**src/rtl/mem_access_unit_pkg.sv**
```systemverilog
// Shared types for the memory-stage access engine: access size, signedness,
// the decode-produced request bundle and address-error exception codes.
package mem_access_unit_pkg;

  localparam int MAX_DATA_WIDTH = 64;

  typedef enum logic [1:0] {
    MSIZE1 = 2'd0,
    MSIZE2 = 2'd1,
    MSIZE4 = 2'd2,
    MSIZE8 = 2'd3
  } msize_t;

  typedef enum logic {
    UNSIGNED = 1'b0,
    SIGNED   = 1'b1
  } sign_t;

  typedef struct packed {
    logic                      valid;
    logic                      write;
    sign_t                     sig;
    msize_t                    msize;
    logic [MAX_DATA_WIDTH-1:0] data;
  } memory_args_t;

  typedef enum logic [4:0] {
    EXC_NONE = 5'h00,
    ADEL     = 5'h04,
    ADES     = 5'h05
  } exc_code_t;

  typedef enum logic [1:0] {
    ST_IDLE = 2'd0,
    ST_ADDR = 2'd1,
    ST_DATA = 2'd2,
    ST_HOLD = 2'd3
  } mau_state_t;

  function automatic logic [3:0] msize_bytes(input msize_t ms);
    case (ms)
      MSIZE1:  return 4'd1;
      MSIZE2:  return 4'd2;
      MSIZE4:  return 4'd4;
      default: return 4'd8;
    endcase
  endfunction

endpackage

```
**src/rtl/mem_access_unit_if.sv**
```systemverilog
// Data-bus request/response channel between the access engine (master)
// and the memory system (slave).
interface mem_access_unit_if
  import mem_access_unit_pkg::*;
#(
  parameter int DATA_WIDTH = 32,
  parameter int ADDR_WIDTH = 32
);
  logic                    dreq_valid;
  logic                    dreq_write;
  logic [ADDR_WIDTH-1:0]   dreq_addr;
  msize_t                  dreq_size;
  logic [DATA_WIDTH/8-1:0] dreq_strobe;
  logic [DATA_WIDTH-1:0]   dreq_data;
  logic                    dreq_addr_ok;
  logic                    dresp_data_ok;
  logic [DATA_WIDTH-1:0]   dresp_data;

  modport master (
    output dreq_valid, dreq_write, dreq_addr, dreq_size, dreq_strobe, dreq_data,
    input  dreq_addr_ok, dresp_data_ok, dresp_data
  );

  modport slave (
    input  dreq_valid, dreq_write, dreq_addr, dreq_size, dreq_strobe, dreq_data,
    output dreq_addr_ok, dresp_data_ok, dresp_data
  );
endinterface

```
**src/rtl/mem_access_unit_lane_align.sv**
```systemverilog
// Combinational byte-lane steering: store strobe and replicated store data,
// plus load extraction with sign or zero extension.
module mem_access_unit_lane_align
  import mem_access_unit_pkg::*;
#(
  parameter  int DATA_WIDTH = 32,
  localparam int NB         = DATA_WIDTH / 8,
  localparam int OFFW       = $clog2(NB)
) (
  input  logic [OFFW-1:0]       off_i,
  input  msize_t                msize_i,
  input  sign_t                 sig_i,
  input  logic [DATA_WIDTH-1:0] store_data_i,
  input  logic [DATA_WIDTH-1:0] load_raw_i,
  output logic [NB-1:0]         strobe_o,
  output logic [DATA_WIDTH-1:0] store_lanes_o,
  output logic [DATA_WIDTH-1:0] load_ext_o
);

  logic [3:0]            bytes_s;
  logic [NB-1:0]         base_mask_s;
  logic [DATA_WIDTH-1:0] shifted_s;
  logic [DATA_WIDTH-1:0] keep_s;
  logic                  msb_s;
  logic                  fill_s;

  // Lane steering for both directions; shifting a mask past its width yields all ones after inversion
  always_comb begin
    bytes_s     = msize_bytes(msize_i);
    base_mask_s = ~({NB{1'b1}} << bytes_s);
    strobe_o    = base_mask_s << off_i;

    case (msize_i)
      MSIZE1:  store_lanes_o = {NB{store_data_i[7:0]}};
      MSIZE2:  store_lanes_o = {(DATA_WIDTH/16){store_data_i[15:0]}};
      MSIZE4:  store_lanes_o = {(DATA_WIDTH/32){store_data_i[31:0]}};
      default: store_lanes_o = store_data_i;
    endcase

    shifted_s = load_raw_i >> {off_i, 3'b000};
    keep_s    = ~({DATA_WIDTH{1'b1}} << {bytes_s, 3'b000});
    case (msize_i)
      MSIZE1:  msb_s = shifted_s[7];
      MSIZE2:  msb_s = shifted_s[15];
      MSIZE4:  msb_s = shifted_s[31];
      default: msb_s = shifted_s[DATA_WIDTH-1];
    endcase
    fill_s     = (sig_i == SIGNED) && msb_s;
    load_ext_o = (shifted_s & keep_s) | (~keep_s & {DATA_WIDTH{fill_s}});
  end

endmodule

```
**src/rtl/mem_access_unit.sv**
```systemverilog
// Memory-stage access engine: accepts one decoded request, checks alignment,
// runs one strobed bus transaction and holds the extended result until consumed.
module mem_access_unit
  import mem_access_unit_pkg::*;
#(
  parameter int DATA_WIDTH  = 32,
  parameter int ADDR_WIDTH  = 32,
  parameter bit ALIGN_CHECK = 1'b1
) (
  input  logic                  clk,
  input  logic                  resetn,
  input  logic                  in_valid,
  output logic                  in_ready,
  input  memory_args_t          in_args,
  input  logic [ADDR_WIDTH-1:0] in_addr,
  input  logic                  flush,
  mem_access_unit_if.master     bus,
  output logic                  out_valid,
  input  logic                  out_ready,
  output logic [DATA_WIDTH-1:0] out_data,
  output logic                  out_exc,
  output exc_code_t             out_exc_code,
  output logic [ADDR_WIDTH-1:0] out_badvaddr
);

  localparam int NB   = DATA_WIDTH / 8;
  localparam int OFFW = $clog2(NB);

  mau_state_t            state_q;
  logic                  killed_q, write_q, in_ready_q, out_valid_q, out_exc_q;
  sign_t                 sig_q;
  msize_t                msize_q;
  logic [OFFW-1:0]       off_q;
  logic [DATA_WIDTH-1:0] out_data_q;
  exc_code_t             out_exc_code_q;
  logic [ADDR_WIDTH-1:0] out_badvaddr_q, dreq_addr_q;
  logic                  dreq_valid_q, dreq_write_q;
  msize_t                dreq_size_q;
  logic [NB-1:0]         dreq_strobe_q;
  logic [DATA_WIDTH-1:0] dreq_data_q;

  logic [ADDR_WIDTH-1:0] size_mask_s, aligned_addr_s;
  logic                  misaligned_s, accept_s, drop_s;
  logic [OFFW-1:0]       lane_off_d;
  msize_t                lane_msize_d;
  sign_t                 lane_sig_d;
  logic [NB-1:0]         strobe_s;
  logic [DATA_WIDTH-1:0] store_lanes_s, load_ext_s, result_data_s;
  logic                  unused_data_s;

  assign unused_data_s = ^in_args.data;

  // Accept-time decode; lane steering sees the incoming request in IDLE and the latched one afterwards
  always_comb begin
    size_mask_s    = {{(ADDR_WIDTH-4){1'b0}}, msize_bytes(in_args.msize) - 4'd1};
    aligned_addr_s = in_addr & ~size_mask_s;
    misaligned_s   = ((in_args.msize == MSIZE8) && (DATA_WIDTH < 64)) ||
                     ((ALIGN_CHECK == 1'b1) && ((in_addr & size_mask_s) != {ADDR_WIDTH{1'b0}}));
    accept_s       = in_valid && in_args.valid && !flush;
    drop_s         = killed_q || flush;
    if (state_q == ST_IDLE) begin
      lane_off_d   = aligned_addr_s[OFFW-1:0];
      lane_msize_d = in_args.msize;
      lane_sig_d   = in_args.sig;
    end else begin
      lane_off_d   = off_q;
      lane_msize_d = msize_q;
      lane_sig_d   = sig_q;
    end
    result_data_s = write_q ? {DATA_WIDTH{1'b0}} : load_ext_s;
  end

  mem_access_unit_lane_align #(.DATA_WIDTH(DATA_WIDTH)) u_lane (
    .off_i        (lane_off_d),
    .msize_i      (lane_msize_d),
    .sig_i        (lane_sig_d),
    .store_data_i (in_args.data[DATA_WIDTH-1:0]),
    .load_raw_i   (bus.dresp_data),
    .strobe_o     (strobe_s),
    .store_lanes_o(store_lanes_s),
    .load_ext_o   (load_ext_s)
  );

  // Transaction FSM; a request stays on the bus until addr_ok even when flushed (killed_q remembers)
  always_ff @(posedge clk or negedge resetn) begin
    if (!resetn) begin
      state_q        <= ST_IDLE;
      killed_q       <= 1'b0;
      write_q        <= 1'b0;
      sig_q          <= UNSIGNED;
      msize_q        <= MSIZE1;
      off_q          <= {OFFW{1'b0}};
      in_ready_q     <= 1'b1;
      out_valid_q    <= 1'b0;
      out_data_q     <= {DATA_WIDTH{1'b0}};
      out_exc_q      <= 1'b0;
      out_exc_code_q <= EXC_NONE;
      out_badvaddr_q <= {ADDR_WIDTH{1'b0}};
      dreq_valid_q   <= 1'b0;
      dreq_write_q   <= 1'b0;
      dreq_addr_q    <= {ADDR_WIDTH{1'b0}};
      dreq_size_q    <= MSIZE1;
      dreq_strobe_q  <= {NB{1'b0}};
      dreq_data_q    <= {DATA_WIDTH{1'b0}};
    end else begin
      case (state_q)
        ST_IDLE: if (accept_s) begin
          in_ready_q <= 1'b0;
          write_q    <= in_args.write;
          sig_q      <= in_args.sig;
          msize_q    <= in_args.msize;
          off_q      <= aligned_addr_s[OFFW-1:0];
          killed_q   <= 1'b0;
          out_data_q <= {DATA_WIDTH{1'b0}};
          if (misaligned_s) begin
            state_q        <= ST_HOLD;
            out_valid_q    <= 1'b1;
            out_exc_q      <= 1'b1;
            out_exc_code_q <= in_args.write ? ADES : ADEL;
            out_badvaddr_q <= in_addr;
          end else begin
            state_q        <= ST_ADDR;
            out_exc_q      <= 1'b0;
            out_exc_code_q <= EXC_NONE;
            out_badvaddr_q <= {ADDR_WIDTH{1'b0}};
            dreq_valid_q   <= 1'b1;
            dreq_write_q   <= in_args.write;
            dreq_addr_q    <= aligned_addr_s;
            dreq_size_q    <= in_args.msize;
            dreq_strobe_q  <= strobe_s;
            dreq_data_q    <= in_args.write ? store_lanes_s : {DATA_WIDTH{1'b0}};
          end
        end
        ST_ADDR: begin
          if (bus.dreq_addr_ok) begin
            dreq_valid_q <= 1'b0;
            if (bus.dresp_data_ok && drop_s) begin
              state_q    <= ST_IDLE;
              in_ready_q <= 1'b1;
            end else if (bus.dresp_data_ok) begin
              state_q     <= ST_HOLD;
              out_valid_q <= 1'b1;
              out_data_q  <= result_data_s;
            end else begin
              state_q  <= ST_DATA;
              killed_q <= drop_s;
            end
          end else begin
            killed_q <= drop_s;
          end
        end
        ST_DATA: begin
          if (bus.dresp_data_ok && drop_s) begin
            state_q    <= ST_IDLE;
            in_ready_q <= 1'b1;
          end else if (bus.dresp_data_ok) begin
            state_q     <= ST_HOLD;
            out_valid_q <= 1'b1;
            out_data_q  <= result_data_s;
          end else begin
            killed_q <= drop_s;
          end
        end
        ST_HOLD: if (out_ready || flush) begin
          state_q     <= ST_IDLE;
          out_valid_q <= 1'b0;
          in_ready_q  <= 1'b1;
        end
        default: begin
          state_q      <= ST_IDLE;
          in_ready_q   <= 1'b1;
          out_valid_q  <= 1'b0;
          dreq_valid_q <= 1'b0;
        end
      endcase
    end
  end

  assign in_ready         = in_ready_q;
  assign out_valid        = out_valid_q;
  assign out_data         = out_data_q;
  assign out_exc          = out_exc_q;
  assign out_exc_code     = out_exc_code_q;
  assign out_badvaddr     = out_badvaddr_q;
  assign bus.dreq_valid   = dreq_valid_q;
  assign bus.dreq_write   = dreq_write_q;
  assign bus.dreq_addr    = dreq_addr_q;
  assign bus.dreq_size    = dreq_size_q;
  assign bus.dreq_strobe  = dreq_strobe_q;
  assign bus.dreq_data    = dreq_data_q;

endmodule

```
**src/flat_wrapper.sv**
```systemverilog
// flat-port wrapper written by rule: the top's interface ports become plain ports
module mem_access_unit_flat import mem_access_unit_pkg::*;
#(
  parameter int DATA_WIDTH  = 32,
  parameter int ADDR_WIDTH  = 32,
  parameter bit ALIGN_CHECK = 1'b1
)
  (clk, resetn, in_valid, in_ready, in_args, in_addr, flush, out_valid, out_ready, out_data, out_exc, out_exc_code, out_badvaddr, bus_dreq_valid, bus_dreq_write, bus_dreq_addr, bus_dreq_size, bus_dreq_strobe, bus_dreq_data, bus_dreq_addr_ok, bus_dresp_data_ok, bus_dresp_data);
  mem_access_unit_if #(.DATA_WIDTH(DATA_WIDTH), .ADDR_WIDTH(ADDR_WIDTH)) bus_i ();
  input  logic clk;
  input  logic resetn;
  input  logic in_valid;
  output logic in_ready;
  input  memory_args_t in_args;
  input  logic [ADDR_WIDTH-1:0] in_addr;
  input  logic flush;
  output logic out_valid;
  input  logic out_ready;
  output logic [DATA_WIDTH-1:0] out_data;
  output logic out_exc;
  output exc_code_t out_exc_code;
  output logic [ADDR_WIDTH-1:0] out_badvaddr;
  output wire logic [$bits(bus_i.dreq_valid)-1:0] bus_dreq_valid;
  output wire logic [$bits(bus_i.dreq_write)-1:0] bus_dreq_write;
  output wire logic [$bits(bus_i.dreq_addr)-1:0] bus_dreq_addr;
  output wire logic [$bits(bus_i.dreq_size)-1:0] bus_dreq_size;
  output wire logic [$bits(bus_i.dreq_strobe)-1:0] bus_dreq_strobe;
  output wire logic [$bits(bus_i.dreq_data)-1:0] bus_dreq_data;
  input wire logic [$bits(bus_i.dreq_addr_ok)-1:0] bus_dreq_addr_ok;
  input wire logic [$bits(bus_i.dresp_data_ok)-1:0] bus_dresp_data_ok;
  input wire logic [$bits(bus_i.dresp_data)-1:0] bus_dresp_data;
  assign bus_dreq_valid = bus_i.dreq_valid;
  assign bus_dreq_write = bus_i.dreq_write;
  assign bus_dreq_addr = bus_i.dreq_addr;
  assign bus_dreq_size = bus_i.dreq_size;
  assign bus_dreq_strobe = bus_i.dreq_strobe;
  assign bus_dreq_data = bus_i.dreq_data;
  assign bus_i.dreq_addr_ok = bus_dreq_addr_ok;
  assign bus_i.dresp_data_ok = bus_dresp_data_ok;
  assign bus_i.dresp_data = bus_dresp_data;
  mem_access_unit #(.DATA_WIDTH(DATA_WIDTH), .ADDR_WIDTH(ADDR_WIDTH), .ALIGN_CHECK(ALIGN_CHECK)) u_core (.clk(clk), .resetn(resetn), .in_valid(in_valid), .in_ready(in_ready), .in_args(in_args), .in_addr(in_addr), .flush(flush), .bus(bus_i), .out_valid(out_valid), .out_ready(out_ready), .out_data(out_data), .out_exc(out_exc), .out_exc_code(out_exc_code), .out_badvaddr(out_badvaddr));
endmodule
```
**config.mk**
```make
export PLATFORM = sky130hd
export DESIGN_NAME = mem_access_unit_flat
export DESIGN_NICKNAME = d
export VERILOG_FILES = /design/src/rtl/mem_access_unit_pkg.sv /design/src/rtl/mem_access_unit_if.sv /design/src/rtl/mem_access_unit_lane_align.sv /design/src/rtl/mem_access_unit.sv /design/src/flat_wrapper.sv
export SDC_FILE = /design/constraint.sdc
export NUM_CORES = 1
export LEC_CHECK = 0
export ABC_AREA = 1
export BUFFER_PORTS_ARGS = -buffer_cell sky130_fd_sc_hd__buf_2
export CAP_MARGIN = 20
export CORE_AREA = 2 2 129 131
export CTS_CLUSTER_DIAMETER = 150
export DETAILED_ROUTE_END_ITERATION = 7
export DIE_AREA = 0 0 131 133
export PLACE_DENSITY = 0.76
export SYNTH_ARGS = -nofsm -noshare
export SYNTH_HDL_FRONTEND = slang
export SYNTH_SLANG_ARGS = --single-unit
```
**constraint.sdc**
```tcl
create_clock -name clk -period 1.9 [get_ports clk]
set_input_delay 0.19 -clock clk [delete_from_list [all_inputs] [get_ports clk]]
set_output_delay 0.19 -clock clk [all_outputs]
set_load 0.02 [all_outputs]
```
Yosys cells after proc, flatten, opt, wreduce, memory -nomap -nowiden
Cells that the tools add are included.
{ "word_totals": {"reg_bits": 153, "output_inout_bits": 144, "inputBits": 140} }
{ "op_classes": {"n_eq_ne": 14, "n_bitwise": 10, "addsub": 1, "n_reduce_logical": 22, "shift": 4, "n_mux": 47} }
{ "ops": {"columns": ["cell", "count"], "rows": [
  ["$mux 32", 7],
  ["$and 32x32->32", 3],
  ["$pmux 32 s3", 1],
  ["$not 32->32", 2],
  ["$pmux 32 s2", 1],
  ["$and 32x4->32", 1],
  ["$not 4->32", 1],
  ["$or 32x32->32", 1],
  ["$reduce_bool 32->1", 1],
  ["$shl 32x7->32 const A", 1],
  ["$shr 32x5->32", 1],
  ["$pmux 4 s3", 2],
  ["$mux 1", 20],
  ["$mux 2", 9],
  ["$reduce_and 4->1", 3],
  ["$eq 2x2->1 const B", 5],
  ["$reduce_and 3->1", 3],
  ["$pmux 1 s4", 2],
  ["$pmux 2 s4", 1],
  ["$eq 2x1->1 const B", 3],
  ["$logic_not 2->1", 3],
  ["$ne 2x1->1 const B", 3],
  ["$mux 5", 1],
  ["$logic_and 1x1->1", 4],
  ["14 further kinds", 19]
]} }

Logic depth before layout (Yosys ltp)
{ "logic_depth": {"ltp_word": 16, "depth_mapped": 14} }

Hierarchy
From an unflattened synthesis, not the netlist that was laid out.
{ "hier_totals": {"cells_unflattened": 924, "hier_area_um2": 7337.0} }
{ "modules_own_cells": {"columns": ["module", "n_inst", "area_each_um2", "cells_each"], "rows": [
  ["mem_access_unit", 1, 6197.2, 673],
  ["mem_access_unit_lane_align", 1, 1139.8, 251]
]} }

Least setup slack after synthesis
Ideal clock, no wire load.
{ "synth_timing": {"path_type": "register -> register", "startpoint": "register u_core.state_q[0]", "endpoint": "register u_core.out_data_q[23] (netlist: u_core.out_data[23])", "n_path_buf": 2, "path_stages_with_launch": 13, "t_arrival_ns": 1.773, "setup_ns": 0.117, "slack_ns": 0.011, "path_cell_list": "dfrtp_1 -> inv_1 -> ha_1 -> buf_6 -> o21ai_4 -> inv_2 -> nor2_4 -> nand3_2 -> nand3_2 -> nand2_4 -> buf_6 -> nand2_1 -> nand2_1"} }
{ "synth_between": {"elab_chain_len": 14, "elab_cells_between_ends": 28, "classes_between": "eq/ne (6); shift (2); mux (10); bitwise (5); reduce/logical (5)"} }
{ "synth_lines": {"columns": ["element", "line_no", "source"], "rows": [
  ["from (decl)", "mem_access_unit.sv:29", "mau_state_t state_q;"],
  ["from (signal assigned)", "mem_access_unit.sv:87", "state_q <= ST_IDLE;"],
  ["from (signal assigned)", "mem_access_unit.sv:116", "state_q <= ST_HOLD;"],
  ["from (signal assigned)", "mem_access_unit.sv:122", "state_q <= ST_ADDR;"],
  ["$logic_not 2->1", "mem_access_unit.sv:61, mem_access_unit.sv:106", null],
  ["$mux 2", "mem_access_unit.sv:61", "if (state_q == ST_IDLE) begin"],
  ["$eq 2x2->1, or another cell as far along", "mem_access_unit_pkg.sv:41", "case (ms)"],
  ["$pmux 4 s3", "mem_access_unit_pkg.sv:41", null],
  ["$shl 32x7->32", "mem_access_unit_lane_align.sv:41", "keep_s = ~({DATA_WIDTH{1'b1}} << {bytes_s, 3'b000});"],
  ["$not 32->32", "mem_access_unit_lane_align.sv:41", null],
  ["$not 32->32", "mem_access_unit_lane_align.sv:49", "load_ext_o = (shifted_s & keep_s) | (~keep_s & {DATA_WIDTH{fill_s}});"],
  ["$and 32x32->32", "mem_access_unit_lane_align.sv:49", null],
  ["$or 32x32->32", "mem_access_unit_lane_align.sv:49", null],
  ["$mux 32", "mem_access_unit.sv:70", "result_data_s = write_q ? {DATA_WIDTH{1'b0}} : load_ext_s;"],
  ["$mux 32", "mem_access_unit.sv:140, mem_access_unit.sv:156", null],
  ["$mux 32", "mem_access_unit.sv:137", "if (bus.dresp_data_ok && drop_s) begin"],
  ["$mux 32", "mem_access_unit.sv:135", "if (bus.dreq_addr_ok) begin"],
  ["$pmux 32 s3", "mem_access_unit.sv:106", "case (state_q)"],
  ["to (signal assigned)", "mem_access_unit.sv:114", "out_data_q <= {DATA_WIDTH{1'b0}};"],
  ["to (signal assigned)", "mem_access_unit.sv:143", "out_data_q <= result_data_s;"],
  ["to (signal assigned)", "mem_access_unit.sv:159", "out_data_q <= result_data_s;"],
  ["to (decl)", "mem_access_unit.sv:34", "logic [DATA_WIDTH-1:0] out_data_q;"]
]} }
Several ways; a longest one is shown, not always the timed one. The select of a mux whose other input is x is not followed.
A chain may end at the register's enable or synchronous reset.

Worst setup path after layout
{ "layout_timing": {"startpoint": "register u_core.state_q[0]", "endpoint": "register u_core.out_data_q[17] (netlist: u_core.out_data[17])"} }
The elaborated chain is that of the path after synthesis.

==> impl_results.md <==
* Core area at 0.0162 sq mm
* Max FO, Critical Path at 8
* Max-cap viol count at 0
* Post-synthesis register bit count at 149
* LEAKAGE at 5.36 nW
* Largest family of logic cells by synthesized area: simple AND/OR/NAND/NOR gates
* PortBufs at 248
* DRT antenna net count at 0
* Initial antenna violation count at 0
* TritonCTS Buffers at 17
* Vias per inst at 4.94
* FMAX at 534 MHz
* Cell Area, Synth at 0.00694 sq mm
* Final Total Pwr at 17.7 mW
* P per Cell Area at 1850 mW/mm^2
* ANT cells at 0
* R2R Path End: u_core.out_data[17]$_DFFE_PN0P_
* Vias in the first global route at 6313
* Detail Placement HPWL at 13900 um
* Largest net degree at the start of global routing at 58
* CTS H-tree depth at 4
* Post-Route WL at 20100 um
* Async S/R FF share, synth at 1.00
* Seq/Total Area, Yosys at 0.538
* Residual DRC at 0
* Mux cell area share after synthesis at 0
* First-pass GRT wire length at 31200 um
* Synth Area in Adders at 0.00902
* Final hold violations at 0
* Crit path capture type: flop
* Run status: complete, no violations
* Clock Tree Root: clkbuf_16
* VDD IR max at 0.783 mV
* Complex-gate fraction of the synthesized area at 0.144
* Cells after Synth at 851
* Worst-Margin Slew at 0.527 ns
* Syn avg cell area at 8.15 sq um
* Setup Viol. Count Final at 0
* GRT Total Usage at 0.227
* CTS tree: yes
* I/O pin count at 284
* DIE WIDTH at 131 um
* Post-synthesis simple-gate area fraction at 0.221
* WP data required at 2.27 ns
* Post-synth cell types at 34
* Period minus WS final at 1.87 ns
* Ys flop type: dfrtp_1
* Fin nets at 1282
* Gp weighted congestion at 0.927
* Clock transition at path regs at 0.07 ns
* Layout Area Growth over Synthesis at 38.1%
* Share of cells above drive strength 1 at 0.344
* HP Class: in -> reg
* Post-synth EDFFs at 0
* Clk Latency, worst-skew pair at 0.43 ns
* Final setup TNS at 0 ns
* Unrepaired setup endpoints after global routing: true
* XOR/XNOR Fraction of Synth Area at 0
* Post-Place Setup Slack at -0.0878 ns
* Vias at 6761
* DIE HEIGHT at 133 um
* Startpoint types: flop
* Initial drt markers at 428
* Crit Path Category: reg -> reg
* Number of cells on the worst reg-to-reg path at 11
* Congestion Overflow GR at 0
* Total clock sinks at 149
* FP Rows at 47
* DRT Pass-1 Iters at 6
* Fin worst setup slack at 0.0286 ns
* Routed len/inst at 14.6 um
* CTS Buffer Depth at 2
* Worst setup path end: u_core.out_data[17]$_DFFE_PN0P_
* Relative slew slack at 0.649
* Crit. Startpoint: u_core.state_q[0]$_DFFE_PN0P_
* Clk_skew at 0.00998 ns
* Post-route clock period utilization at 0.985
* Design Area, Final at 0.00958 sq mm
* Die ar. at 0.0174 sq mm
* Final Max Slew Viols at 0
* Reg-to-reg slack, setup at 0.03 ns
* Initial Util at 0.429
* Synth warnings at 0
* R2r startpoint: u_core.state_q[0]$_DFFE_PN0P_
* Placed cell area at 0.00867 sq mm
* Critical path arrival at 2.24 ns
==> critical path: stages, from the launching register on <==
cell	delay, ns
dfrtp_1	0.39
inv_2	0.10
ha_4	0.21
nand3_2	0.14
buf_4	0.18
nand3_1	0.12
nand3_2	0.13
nand3_4	0.10
nand3_4	0.15
nand2_8	0.16
nand2_1	0.07
nand2_1	0.06
==> routing by layer <==
| metal | track usage | part of all wire | up-vias |
|---|---|---|---|
| met5 | 0 | 0 | - |
| li1 | - | - | 3289 |
| met4 | 0.0739 | 0.021 | 0 |
| met1 | 0.293 | 0.42 | 3154 |
| met3 | 0.0683 | 0.086 | 36 |
| met2 | 0.364 | 0.48 | 282 |
==> state kept, by name (all words and copies together) (netlist names) <==
signal	count
u_core.in_ready	1
u_core.out_data	32
u_core.out_badvaddr	32
u_core.write_q	1
u_core.sig_q	1
u_core.out_valid	1
u_core.state_q	2
u_core.bus.dreq_write	1
u_core.bus.dreq_size	2
u_core.out_exc_code	2
u_core.msize_q	2
u_core.bus.dreq_addr	32
u_core.bus.dreq_valid	1
u_core.bus.dreq_strobe	4
u_core.bus.dreq_data	32
u_core.off_q	2
u_core.killed_q	1
==> Yosys cell counts (2+ instances only) <==
cell	n	area, sq um
o211ai_1	2	15.0
nand2_4	2	22.5
nand3_1	35	175
nand3_2	4	40.0
o21ai_1	63	315
a21oi_1	22	110
inv_1	78	293
buf_6	11	124
a31oi_1	2	12.5
nor2_4	3	33.8
buf_4	6	45.0
inv_2	8	30.0
ha_1	5	62.6
buf_2	4	20.0
dfrtp_1	148	3700
nand2_1	272	1020
or2_1	2	12.5
clkbuf_1	24	90.1
nor2_1	47	176
o21ai_0	89	445
nand2_2	4	25.0
nor3_1	2	10.0
o22ai_1	7	43.8
==> report_power, final <==
| group | internal (mW) | switching (mW) | total (mW) |
|---|---|---|---|
| combinational | 3.30 | 5.87 | 9.17 |
| clock | 2.00 | 1.51 | 3.51 |
| sequential | 4.43 | 0.629 | 5.06 |
==> cell type report <==
| type | count | area [sq um] |
|---|---|---|
| Fill cell | 1426 | 6590 |
| Sequential cell | 149 | 3730 |
| Multi-Input combinational cell | 573 | 2790 |
| Timing Repair Buffer | 309 | 1830 |
| Clock buffer | 17 | 425 |
| Inverter | 87 | 338 |
| Tap cell | 220 | 275 |
| Clock inverter | 15 | 193 |
==> how the worst min path moves through the flow <==
| stage | to | depth (start not counted) | slack (ns) | start |
|---|---|---|---|---|
| after floorplan | u_core.bus.dreq_addr[0]$_DFFE_PN0P_ | 0 | -0.11 | resetn |
| after global placement | u_core.bus.dreq_addr[30]$_DFFE_PN0P_ | 1 | 0.18 | resetn |
| after detailed placement | u_core.out_badvaddr[30]$_DFFE_PN0P_ | 1 | 0.19 | resetn |
| after CTS | u_core.bus.dreq_data[4]$_DFFE_PN0P_ | 3 | 0.003 | in_args[4] |
| after global routing | u_core.bus.dreq_addr[14]$_DFFE_PN0P_ | 3 | 0.03 | in_addr[14] |
| final | u_core.bus.dreq_addr[3]$_DFFE_PN0P_ | 3 | 0.02 | in_addr[3] |
==> cell families after synthesis <==
group | after synthesis
AOI/OAI and AO/OA | 191
adders and majority gates | 5
buffers and inverters | 132
DFF | 149
other | 1
and+or+nand+nor | 373
==> timing repair <==
action                                 in CTS  in global routing
cloned                                      0                  1
setup endpoints to repair                  65                 65
endpoints found under the hold margin      51                  0
gates resized for setup                     8                 53
buffers inserted                            0                  5
hold buffers                                4                  0
pin swaps                                   0                 21
==> through the flow <==
step / hold WS [ns] / utilization / std cells
after floorplan: -0.106 / - / 853
after global placement: 0.184 / 0.536 / 1328
after detailed placement: 0.186 / 0.536 / 1328
after CTS: 0.00313 / 0.579 / 1364
after global routing: 0.0267 / 0.592 / 1370
final: 0.0220 / 0.592 / 1370
==> cells in the final DEF (no fill, tap or decap), types with 3 or more instances in the layout <==
cell type | netlist | final
conb_1 | 1 | 3
inv_6 | 0 | 4
o21ai_0 | 89 | 82
nor2_2 | 0 | 5
o22ai_1 | 7 | 7
clkbuf_16 | 0 | 17
ha_1 | 5 | 3
clkinv_4 | 0 | 4
a21oi_1 | 22 | 16
inv_2 | 8 | 11
nand2_4 | 2 | 5
buf_12 | 0 | 7
o21ai_1 | 63 | 67
nor2_4 | 3 | 4
buf_6 | 11 | 8
dlygate4sd3_1 | 0 | 4
nand2_1 | 272 | 265
o21ai_2 | 1 | 3
buf_2 | 4 | 247
buf_4 | 6 | 43
a21oi_2 | 1 | 7
dfrtp_1 | 148 | 148
nor2_1 | 47 | 41
nand3_1 | 35 | 32
nand3_2 | 4 | 5
nand2_2 | 4 | 7
inv_8 | 0 | 3
inv_1 | 78 | 73
Power figures use the tool's default switching activity.
